## src/rtl/ram_clear_sequencer_pkg.sv

```systemverilog
// Shared definitions for the RAM clear sequencer and the display RAM path.
// Holds project-wide defaults and the sequencer state encoding.
package ram_clear_sequencer_pkg;

   localparam int DEF_DATA_WIDTH         = 16;
   localparam int DEF_RAM_REGISTER_COUNT = 1024;

   typedef enum logic [0:0] {
      CLEAR = 1'b0,
      IDLE  = 1'b1
   } clr_state_e;

endpackage

```

## src/rtl/ram_clear_sequencer.sv

```systemverilog
// Clears every RAM port-B word after reset or on request, holding the CPU,
// then hands port B to the display with stale read data masked.
module ram_clear_sequencer
   import ram_clear_sequencer_pkg::*;
#(
   parameter int                    DATA_WIDTH         = DEF_DATA_WIDTH,
   parameter int                    RAM_REGISTER_COUNT = DEF_RAM_REGISTER_COUNT,
   parameter logic [DATA_WIDTH-1:0] CLEAR_VALUE        = '0,
   localparam int                   ADDR_W             = $clog2(RAM_REGISTER_COUNT)
) (
   input  logic                  CLK_50,
   input  logic                  reset,
   input  logic                  clear_req,
   input  logic [ADDR_W-1:0]     vga_word_address,
   input  logic [DATA_WIDTH-1:0] ram_q_b,
   output logic [ADDR_W-1:0]     ram_address_b,
   output logic [DATA_WIDTH-1:0] ram_data_b,
   output logic                  ram_wren_b,
   output logic [DATA_WIDTH-1:0] vga_word_value,
   output logic                  cpu_hold,
   output logic                  clear_done
);

   localparam logic [ADDR_W-1:0] LAST_ADDR = ADDR_W'(RAM_REGISTER_COUNT - 1);

   clr_state_e        state_q, state_d;
   logic [ADDR_W-1:0] cnt_q, cnt_d;
   logic              read_valid_q, read_valid_d;
   logic              done_q, done_d;

   always_comb begin
      state_d      = state_q;
      cnt_d        = cnt_q;
      done_d       = 1'b0;
      read_valid_d = 1'b0;
      unique case (state_q)
         CLEAR: begin
            if (cnt_q == LAST_ADDR) begin
               cnt_d   = '0;
               state_d = IDLE;
               done_d  = 1'b1;
            end else begin
               cnt_d = cnt_q + ADDR_W'(1);
            end
         end
         IDLE: begin
            read_valid_d = !clear_req;
            if (clear_req) begin
               state_d = CLEAR;
               cnt_d   = '0;
            end
         end
      endcase
      // Reset restarts a full clear from address 0 and drops any pending done
      if (reset) begin
         state_d      = CLEAR;
         cnt_d        = '0;
         done_d       = 1'b0;
         read_valid_d = 1'b0;
      end
   end

   always_ff @(posedge CLK_50) begin
      state_q      <= state_d;
      cnt_q        <= cnt_d;
      read_valid_q <= read_valid_d;
      done_q       <= done_d;
   end

   always_comb begin
      ram_wren_b    = 1'b0;
      ram_address_b = vga_word_address;
      if (state_q == CLEAR) begin
         ram_address_b = cnt_q;
         ram_wren_b    = !reset;
      end
   end

   // Read data is only trusted when last cycle was a plain display read
   assign vga_word_value = (read_valid_q && !reset) ? ram_q_b : CLEAR_VALUE;
   assign ram_data_b     = CLEAR_VALUE;
   assign cpu_hold       = reset || (state_q == CLEAR) || done_q;
   assign clear_done     = done_q;

endmodule
```

## config.mk

```make
export PLATFORM = sky130hd
export DESIGN_NAME = ram_clear_sequencer
export DESIGN_NICKNAME = d
export VERILOG_FILES = /design/src/rtl/ram_clear_sequencer_pkg.sv /design/src/rtl/ram_clear_sequencer.sv
export SDC_FILE = /design/constraint.sdc
export NUM_CORES = 1
export LEC_CHECK = 0
export ABC_AREA = 1
export CAP_MARGIN = 20
export CORE_UTILIZATION = 37
export CTS_CLUSTER_DIAMETER = 50
export DETAILED_ROUTE_END_ITERATION = 10
export GPL_TIMING_DRIVEN = 0
export MAX_ROUTING_LAYER = met4
export PLACE_DENSITY_LB_ADDON = 0.3
export SYNTH_ARGS = -nofsm -noshare
export SYNTH_HDL_FRONTEND = slang
export SYNTH_SLANG_ARGS = --single-unit
```

## constraint.sdc

```tcl
create_clock -name CLK_50 -period 2.6 [get_ports CLK_50]
set_input_delay 0.39 -clock CLK_50 [delete_from_list [all_inputs] [get_ports CLK_50]]
set_output_delay 0.39 -clock CLK_50 [all_outputs]
set_load 0.005 [all_outputs]
```

After elaboration in Yosys (flattened, before gate mapping)
Cells that the tools add are included.
{"block": "word_totals", "register_bits": 13, "wordCells": 24}
{"block": "classes", "eq_ne": 2, "add_sub_neg": 1, "reduce_logical": 7, "bitwise": 1, "muxes": 9}
{"cell": "10-bit 2-to-1 mux", "n": 3}
{"cell": "10-bit one-hot mux with 2 select lines", "n": 1}
{"cell": "16-bit 2-to-1 mux", "n": 1}
{"cell": "10-bit by 1-bit adder with 10-bit output (second input constant)", "n": 1}
{"cell": "10-bit == test (second input constant)", "n": 1}
{"cell": "2-bit OR reduction", "n": 2}
{"cell": "1-bit 2-to-1 mux", "n": 3}
{"cell": "1-bit logical NOT", "n": 2}
{"cell": "1-bit logical OR", "n": 2}
{"cell": "2-bit inequality test (second input constant)", "n": 1}
{"cell": "1-bit one-hot mux with 2 select lines", "n": 1}
{"cell": "1-bit logical AND", "n": 1}
{"cell": "1-bit NOT", "n": 1}

Longest topological paths before layout
{"block": "depth", "depth_word": 3, "mapped_depth": 8, "mapped_depth_nobuf": 8}

Least setup slack after synthesis
OpenSTA, ideal clock, no wires.
{"block": "synth_path", "kind": "input to output", "startpoint": "in reset", "endpoint": "out vga_word_value[10]", "path_slack_ns": 1.324, "path_stages": 4, "arrival_time_ns": 0.886, "cell_sequence": "inv_1 -> nand2_1 -> buf_2 -> nor2_1"}
{"block": "synth_via", "elab_chain_cells": 3}
{"element": "start, declared", "line_no": "ram_clear_sequencer.sv:12", "source": "input logic reset,"}
{"element": "1-bit logical NOT", "line_no": "ram_clear_sequencer.sv:80", "source": "assign vga_word_value = (read_valid_q && !reset) ? ram_q_b : CLEAR_VALUE;"}
{"element": "1-bit logical AND", "line_no": "ram_clear_sequencer.sv:80"}
{"element": "16-bit 2-to-1 mux", "line_no": "ram_clear_sequencer.sv:80"}
{"element": "end, declared", "line_no": "ram_clear_sequencer.sv:19", "source": "output logic [DATA_WIDTH-1:0] vga_word_value,"}
No other way between the ends.

Worst setup path in the final report
{"block": "layout_path", "startpoint": "in reset", "endpoint": "out vga_word_value[11]"}
The elaborated chain is that of the path after synthesis.

==> flow_summary.json <==
{
  "status": "completed",
  "ys_ff_latch": 13,
  "route.met3.wl_um": 340,
  "drive_gt1_share_pct": 15.00,
  "critical_path_class": "in2out",
  "met2_length_mm": 1.246,
  "critPathCaptureType": "output port",
  "p_int_mw": 0.3289,
  "synthToLayoutAreaGrowth_pct": 67.44,
  "synth_cell_types": 28,
  "firstDrtPassIters": 4,
  "p_clk_share_pct": 28.6,
  "grt_max_degree": 11,
  "syn_area_per_cell_sq_um": 6.256,
  "clock_path_buffers": 2,
  "post_drt_via_cell_ratio": 4.278,
  "grt_remaining_overflow": 0,
  "cts_resized": 0,
  "powerDensity_nw_per_um2": 251.0,
  "gp_congestion": 0.8347,
  "ir_drop_mv": 0.3061,
  "setup-violations-final": 0,
  "grt_pass1_wl_mm": 3.919,
  "n_fill_cell": 240,
  "insertedDiodeCount": 0,
  "drv_slew": 0,
  "seq_area_frac_synth_pct": 25.37,
  "grtUsageTotal_pct": 18.39,
  "utilization_pct": 67.50,
  "swShare_pct": 23.72,
  "dr_total_vias": 1155,
  "fin_cells": 270,
  "total_power_mw": 0.4311,
  "crit_fanout": 10,
  "fmax_mhz": 420.5,
  "min_period_ps": 2378,
  "cts_sinks": 13,
  "syn_inst": 164,
  "numCtsBuffers": 3,
  "hold_viol_final": 0,
  "core_sq_um": 2545,
  "insertion_delay_ps": 280,
  "cts_setup_buffers": 0,
  "clk_transition_reported_paths_ps": 80,
  "die_area_sq_um": 2988,
  "antenna_found_initial": 0,
  "routed.top_layer": "met4",
  "initial_core_util_pct": 40.31,
  "rr_worst_depth": 8,
  "nets": 271,
  "syn-cell-area_sq_um": 1026,
  "clock_skew_ps": 5.783,
  "wl_per_cell_um": 9.956,
  "die_h_um": 54.66,
  "final_common_cell": "clkdlybuf4s50_1",
  "portBuffers": 57,
  "first_iter_violations": 16,
  "period_share_pct": 91.47,
  "root_buffer": "clkbuf_4",
  "worstPathRequired_ps": 2210,
  "hpwl_mm": 2.252,
  "wl_met1_mm": 1.080,
  "max_cap_violations": 0,
  "arrival_ps": 1990,
  "comb_power_share_pct": 23.2,
  "synth_warnings": 0,
  "seqPwrFrac_pct": 48.2,
  "fin_setup_tns_ps": 0,
  "wl_mm": 2.688,
  "min_delay_path_depth": 2,
  "rows": 18,
  "die_w_um": 54.66,
  "htreeDepth": 1,
  "final_cell_mix": "clkdlybuf4s50_1 (57), nand2_1 (36), inv_1 (29)",
  "hp-class": "reg2reg",
  "drc": 0,
  "ioPinCount": 74,
  "cp-start-kind": "input pin",
  "grt_pass1_vias": 927,
  "antenna_left": 0,
  "p_leak_nw": 0.8044,
  "ctsHoldBuffers": 0,
  "p_sw_mw": 0.1023,
  "cts_tree": "yes",
  "rsz0062_at_grt": "no",
  "dp.cells": 266
}
[cell usage after synthesis]
| cell type | count | share of area, % |
|---|---|---|
| inv_1 | 29 | 11 |
| clkbuf_1 | 1 | 0.37 |
| nor2_4 | 3 | 3.3 |
| o22ai_1 | 2 | 1.2 |
| nand2_1 | 36 | 13 |
| inv_2 | 1 | 0.37 |
| nand3b_1 | 1 | 0.73 |
| dfxtp_1 | 13 | 25 |
| conb_1 | 1 | 0.37 |
| a21oi_1 | 1 | 0.49 |
| nand2_4 | 1 | 1.1 |
| xor2_1 | 2 | 1.7 |
| inv_4 | 1 | 0.61 |
| mux2i_1 | 1 | 0.98 |
| nand2_2 | 1 | 0.61 |
| buf_2 | 2 | 0.98 |
| nand3_4 | 1 | 1.7 |
| o21ai_1 | 1 | 0.49 |
| nand3_2 | 1 | 0.98 |
| nor2_1 | 22 | 8.0 |
| o21ai_2 | 1 | 0.85 |
| nand3_1 | 7 | 3.4 |
| buf_4 | 17 | 12 |
| xnor2_1 | 1 | 0.85 |
| ha_1 | 1 | 1.2 |
| o21ai_0 | 13 | 6.3 |
| clkinv_2 | 1 | 0.49 |
| nor2_2 | 2 | 1.2 |
[per-layer routing]
metal	vias up	track usage, %
li1	613	-
met1	481	20.66
met2	55	32.53
met3	6	4.444
met4	0	3.846
met5	-	-
[power by group through the flow]
stage	clock, mW	combinational [mW]	sequential, mW
floorplan	0	0.0448	0.212
global placement	0	0.0981	0.212
detailed placement	0	0.0993	0.213
CTS	0.126	0.0995	0.208
global route	0.133	0.112	0.208
finish	0.123	0.0999	0.208
[flip-flops by register name, summed over array words and instances (netlist names)]
register      count
state_q           1
cnt_q            10
read_valid_q      1
clear_done        1
[through the flow]
stage,setup WS (ps),hold WS (ps),area [sq um]
after floorplan,1324,457.8,1082
after global placement,211.9,485.1,1690
after detailed placement,200.5,491.1,1690
after CTS,195.7,502.4,1718
after global routing,104.6,531.2,1718
final,221.8,504.6,1718
[worst max-delay path, cell delays in order]
cell,delay [ps]
clkdlybuf4s50_1,460
inv_1,140
nand2_1,160
buf_2,220
nor2_1,100
clkdlybuf4s50_1,510
[layout make-up]
type                            count  area [sq um]  share of cell area, %
Clock inverter                      1         5.005                 0.2913
Inverter                           32         123.9                  7.210
Clock buffer                        3         22.52                  1.311
Multi-Input combinational cell    114         556.8                  32.41
Tap cell                           30         37.54                  2.185
Sequential cell                    13         260.3                  15.15
Timing Repair Buffer               57         570.5                  33.21
Buffer                             20         141.4                  8.230
[cell families after synthesis]
kind of cell	Yosys count	share of synthesized area, %
AO/OA/AOI/OAI	18	9.389
XOR/XNOR	3	2.561
adder cells (fa/ha/maj)	1	1.219
buffers and inverters	52	25.85
flip-flops	13	25.37
multiplexers	1	0.9756
other	1	0.3655
AND/OR/NAND/NOR	75	34.27
[final timing paths]
path                              start                    end  slack (ps)
setup / recovery                  reset     vga_word_value[11]         220
hold / removal    cnt_q[9]$_SDFFE_PP0P_  cnt_q[9]$_SDFFE_PP0P_         500
setup reg to reg  cnt_q[0]$_SDFFE_PP0P_  cnt_q[9]$_SDFFE_PP0P_        1250
hold reg to reg   cnt_q[9]$_SDFFE_PP0P_  cnt_q[9]$_SDFFE_PP0P_         500
Note: power is estimated with default switching activity, not from simulation.
